File: src/rtl/serial_arith_pkg.sv
// Shared types and helpers for the bit-serial arithmetic blocks.
// Holds the FSM state encoding and the counter-width function.
package serial_arith_pkg;

  typedef enum logic [1:0] {
    ST_IDLE = 2'd0,
    ST_RUN  = 2'd1,
    ST_DONE = 2'd2
  } state_t;

  // Bits needed to count 0..n-1, never less than one.
  function automatic int clog2(input int n);
    int r;
    int v;
    r = 0;
    v = n - 1;
    while (v > 0) begin
      r++;
      v = v >> 1;
    end
    return (r < 1) ? 1 : r;
  endfunction

endpackage

File: src/rtl/full_sub.sv
// One-bit full subtractor cell: diff = a - b - bin.
// Pure combinational; the serial FSM reuses it every clock.
module full_sub (
  input  logic a,
  input  logic b,
  input  logic bin,
  output logic diff,
  output logic bout
);

  assign diff = a ^ b ^ bin;
  assign bout = (~a & b) | (~(a ^ b) & bin);

endmodule

File: src/rtl/serial_subtractor.sv
// Bit-serial unsigned subtractor, d = a - b, LSB first.
// One full_sub cell processes one bit per clock under a small FSM.
module serial_subtractor
  import serial_arith_pkg::*;
#(
  parameter int WIDTH = 3
) (
  input  logic             clk,
  input  logic             rst_n,
  input  logic             start,
  input  logic [WIDTH-1:0] a,
  input  logic [WIDTH-1:0] b,
  output logic             busy,
  output logic             done,
  output logic [WIDTH-1:0] d,
  output logic             bout
);

  localparam int CW = clog2(WIDTH);
  localparam logic [CW-1:0] LAST = CW'(WIDTH - 1);

  state_t           state;
  logic [WIDTH-1:0] sa;
  logic [WIDTH-1:0] sb;
  logic [WIDTH-1:0] acc;
  logic [WIDTH-1:0] acc_nx;
  logic [CW-1:0]    cnt;
  logic             borrow;
  logic             diff;
  logic             bnext;

  full_sub u_cell (
    .a    (sa[0]),
    .b    (sb[0]),
    .bin  (borrow),
    .diff (diff),
    .bout (bnext)
  );

  // New bit enters at the MSB so the LSB-first stream lands in place.
  assign acc_nx = {diff, acc[WIDTH-1:1]};

  always_ff @(posedge clk or negedge rst_n) begin
    if (!rst_n) begin
      state  <= ST_IDLE;
      sa     <= '0;
      sb     <= '0;
      acc    <= '0;
      cnt    <= '0;
      borrow <= 1'b0;
      busy   <= 1'b0;
      done   <= 1'b0;
      d      <= '0;
      bout   <= 1'b0;
    end else begin
      unique case (state)
        ST_IDLE: begin
          if (start) begin
            sa     <= a;
            sb     <= b;
            acc    <= '0;
            borrow <= 1'b0;
            cnt    <= '0;
            busy   <= 1'b1;
            state  <= ST_RUN;
          end
        end
        ST_RUN: begin
          acc    <= acc_nx;
          sa     <= sa >> 1;
          sb     <= sb >> 1;
          borrow <= bnext;
          cnt    <= cnt + CW'(1);
          if (cnt == LAST) begin
            d     <= acc_nx;
            bout  <= bnext;
            done  <= 1'b1;
            state <= ST_DONE;
          end
        end
        ST_DONE: begin
          done  <= 1'b0;
          busy  <= 1'b0;
          state <= ST_IDLE;
        end
        default: begin
          done  <= 1'b0;
          busy  <= 1'b0;
          state <= ST_IDLE;
        end
      endcase
    end
  end

endmodule

File: config.mk
export PLATFORM = sky130hd
export DESIGN_NAME = serial_subtractor
export DESIGN_NICKNAME = d
export VERILOG_FILES = /design/src/rtl/serial_arith_pkg.sv /design/src/rtl/full_sub.sv /design/src/rtl/serial_subtractor.sv
export SDC_FILE = /design/constraint.sdc
export NUM_CORES = 1
export LEC_CHECK = 0
export BUFFER_PORTS_ARGS = -buffer_cell sky130_fd_sc_hd__clkbuf_2
export CAP_MARGIN = 40
export CELL_PAD_IN_SITES_DETAIL_PLACEMENT = 1
export CELL_PAD_IN_SITES_GLOBAL_PLACEMENT = 2
export CORE_UTILIZATION = 36
export CTS_BUF_LIST = sky130_fd_sc_hd__clkbuf_4 sky130_fd_sc_hd__clkbuf_8
export CTS_CLUSTER_DIAMETER = 40
export DETAILED_ROUTE_END_ITERATION = 6
export GPL_TIMING_DRIVEN = 0
export MAX_ROUTING_LAYER = met4
export PLACE_DENSITY = 0.86
export SETUP_SLACK_MARGIN = 0.5
export SYNTH_ARGS = -nofsm -noshare
export SYNTH_HDL_FRONTEND = slang
export SYNTH_HIERARCHICAL = 1
export SYNTH_SLANG_ARGS = --single-unit
File: constraint.sdc
create_clock -name clk -period 1.6 [get_ports clk]
set_input_delay 0.16 -clock clk [delete_from_list [all_inputs] [get_ports clk]]
set_output_delay 0.16 -clock clk [all_outputs]
set_load 0.01 [all_outputs]
==> reports/metrics.yaml <==
sta:
  slew_violations: 0
  fin_skew_ns: 0.00116
  finalHoldViolations: 0
  min_period_ns: 1.30
  rsz0062_at_grt: "true"
  fin_ws_ns: 0.304
  fmax_mhz: 772
  fin_crit_sh_pct: 81.0
  slew-limit-headroom_pct: 67.8
  setup_viol: 0
  worstMarginPinSlew_ns: 0.483
  tns_ns: 0
placement:
  gp_congestion: 0.786
  dp_hpwl_um: 1200
  io_buffer_count: 13
  pre_cts_ws_ns: 0.277
critical_path:
  r2r_setup_slack_ns: 0.30
  cpPeakStageDelay_ns: 0.44
  criticalPathCategory: "reg2reg"
  reg2regPathDepth: 3
  worstSetupStartpointType: "flip-flop"
  timing.critical_path.to: "d[2]$_DFFE_PN0P_"
  reg2reg_from: "sb[0]$_DFFE_PN0P_"
  r2r_end: "d[2]$_DFFE_PN0P_"
  crit_arrival_ns: 1.48
  crit_start: "sb[0]$_DFFE_PN0P_"
  crit_required_ns: 1.78
  worst_path_max_delay_cell: "fa_2"
  path_cells: "inv_2, fa_2, mux2_4"
  crit_fanout: 2
  endpoint_kind: "flip-flop"
grt:
  grt_max_degree: 20
  antenna_found_initial: 0
  grt_pass1_vias: 621
  track_usage_pct: 16.3
  grt_overflow: 0
  grt_pass1_wl_um: 2950
synth:
  yosysWarningCount: 6
  synth_top_family_by_area: "compound AO/OA/AOI/OAI gates"
  synth-simple-area-share_pct: 8.40
  synth_area_leaders: "dfrtp_1, mux2_4, o22ai_1"
  synth_xor_area_share_pct: 0
  syn_inst: 72
  synth_fa_ha_area_share_pct: 3.90
  synth_mux_area_share_pct: 7.20
  synth_area_per_cell_um2: 11.6
  synth_fp_nets: 83
  synth_top_cell_by_area: "dfrtp_1"
  ys_seq_area_share_pct: 57.0
  netlist.area_leader.share_pct: 57.0
  synth_seq_cells: 19
  synth_compound_area_share_pct: 18.3
  synthDistinctLibCells: 18
  syn_area_um2: 835
pwr:
  clkPwrFrac_pct: 12.1
  power.switching_uw: 773
  pwr-share-seq_pct: 40.0
  combPwrFrac_pct: 47.9
  p_per_area_nw_per_um2: 2070
  power_uw: 2110
  p_int_uw: 1340
  power_leakage_uw: 0.000511
  ir_drop_v: 0.000823
  swShare_pct: 36.7
route:
  via_count: 607
  ant_nets: 0
  drt_pass1_iterations: 4
  wl_um: 1690
  drtIter0Drc: 2
  wl_per_cell_um: 14.1
  route.detailed.drc: 0
  viasPerCell: 5.06
finish:
  nets: 104
  n_fill_cell: 260
  layout_commonest_cell: "dfrtp_1"
  drive_above_1_share_pct: 38.0
  antenna_cells: 0
  syn2layout_area_growth_pct: 22.2
  layout_common_cells: "dfrtp_1, clkbuf_2, o22ai_1"
clock_network:
  clk_pin_slew_worst_paths_ns: 0.10
  htreeDepth: 1
  cts_buffers: 3
  worstSkewPairLatency_ns: 0.29
  cts_buffer_depth: 2
  cts_root_buf: "clkbuf_4"
  cts_tree: "yes"
  cts_sinks: 19
floorplanning:
  die_w_um: 50.1
  start_util_pct: 38.1
  ios: 15
  die_y_um: 50.1
  core_area_um2: 2190
  rows: 17
  die-area_um2: 2510
status:
  status: "completed"
run:
  max_cap_viol_count: 0
worst_hold_path:
  hold_class: "in2reg"
-- cells in the mapped netlist --
cell	number
nor2b_4	1
o21ai_0	6
a22o_1	3
nand2_4	1
mux2_4	4
nor2b_1	1
ha_1	1
buf_2	2
fa_1	1
inv_1	7
nor2_1	3
dfrtp_1	19
a21oi_1	7
o22ai_1	8
o21bai_2	1
nand2b_1	2
nand2_1	4
buf_4	1
-- per-stage QoR --
stage	instances	hold WS, ns	utilization, %	area, um^2
3_3_place_gp	113	0.136	43.1	945
3_5_place_dp	113	0.146	43.1	945
2_1_floorplan	72	-0.136	-	845
4_1_cts	119	0.0667	46.0	1010
6_report	120	0.0794	46.5	1020
5_1_grt	120	0.114	46.5	1020
-- final cells by class --
type,instances,area (um^2),area share [%]
Inverter,7,26.3,2.58
Multi-Input combinational cell,43,335,32.9
Tap cell,28,35.0,3.44
Sequential cell,19,475,46.6
Timing Repair Buffer,16,90.1,8.83
Clock buffer,4,30.0,2.94
Buffer,3,27.5,2.70
-- kinds of logic (layout without fill, tap and decap cells) --
logic type | Yosys count | after routing
compound gates | 25 | 25
flops | 19 | 19
buf+inv | 10 | 30
mux | 4 | 4
fa+ha+maj | 2 | 2
simple gates | 12 | 12
-- registers in the layout (all words and copies together) (netlist names) --
name / cells
done: 1
busy: 1
bout: 1
state: 2
d: 3
borrow: 1
sb: 3
cnt: 2
acc: 2
sa: 3
-- worst min path at each step --
stage	endpoint	cells past startpoint	startpoint	slack, ns
final	sb[2]$_DFFE_PN0P_	3	b[2]	0.08
after global routing	sb[2]$_DFFE_PN0P_	3	b[2]	0.11
after CTS	sb[2]$_DFFE_PN0P_	3	b[2]	0.07
after detailed placement	acc[1]$_DFFE_PN0P_	1	rst_n	0.15
after global placement	state[0]$_DFFE_PN0P_	1	rst_n	0.14
after floorplan	acc[1]$_DFFE_PN0P_	0	rst_n	-0.14
-- power by group through the flow --
| stage | Sequential [uW] | Clock [uW] | Combinational (uW) |
|---|---|---|---|
| 6_report | 843 | 256 | 1010 |
| 4_1_cts | 843 | 273 | 994 |
| 2_1_floorplan | 857 | 0 | 670 |
| 5_1_grt | 867 | 291 | 1140 |
| 3_3_place_gp | 843 | 0 | 894 |
| 3_5_place_dp | 858 | 0 | 928 |
-- per-layer routing --
metal	wire length (um)	vias to the layer above	global-route usage, %
met3	47	4	2.73
met4	26	0	5.71
met5	0	-	-
met2	863	13	25.3
met1	751	301	21.3
li1	-	289	-
-- worst max-delay path: cells and delay by family, from the launching register on --
kind	cells	cell delay, ns
fa+ha+maj	1	0.44
flops	1	0.41
buf+inv	1	0.07
mux	1	0.28
-- what timing repair did --
action / in CTS / in global routing
hold buffers: 1 / 0
resized for setup: 4 / 3
setup endpoints to repair: 9 / 10
pin swaps: 2 / 1
buffers inserted: 1 / 1
endpoints found under the hold margin: 19 / 0
Power figures use the tool's default switching activity.
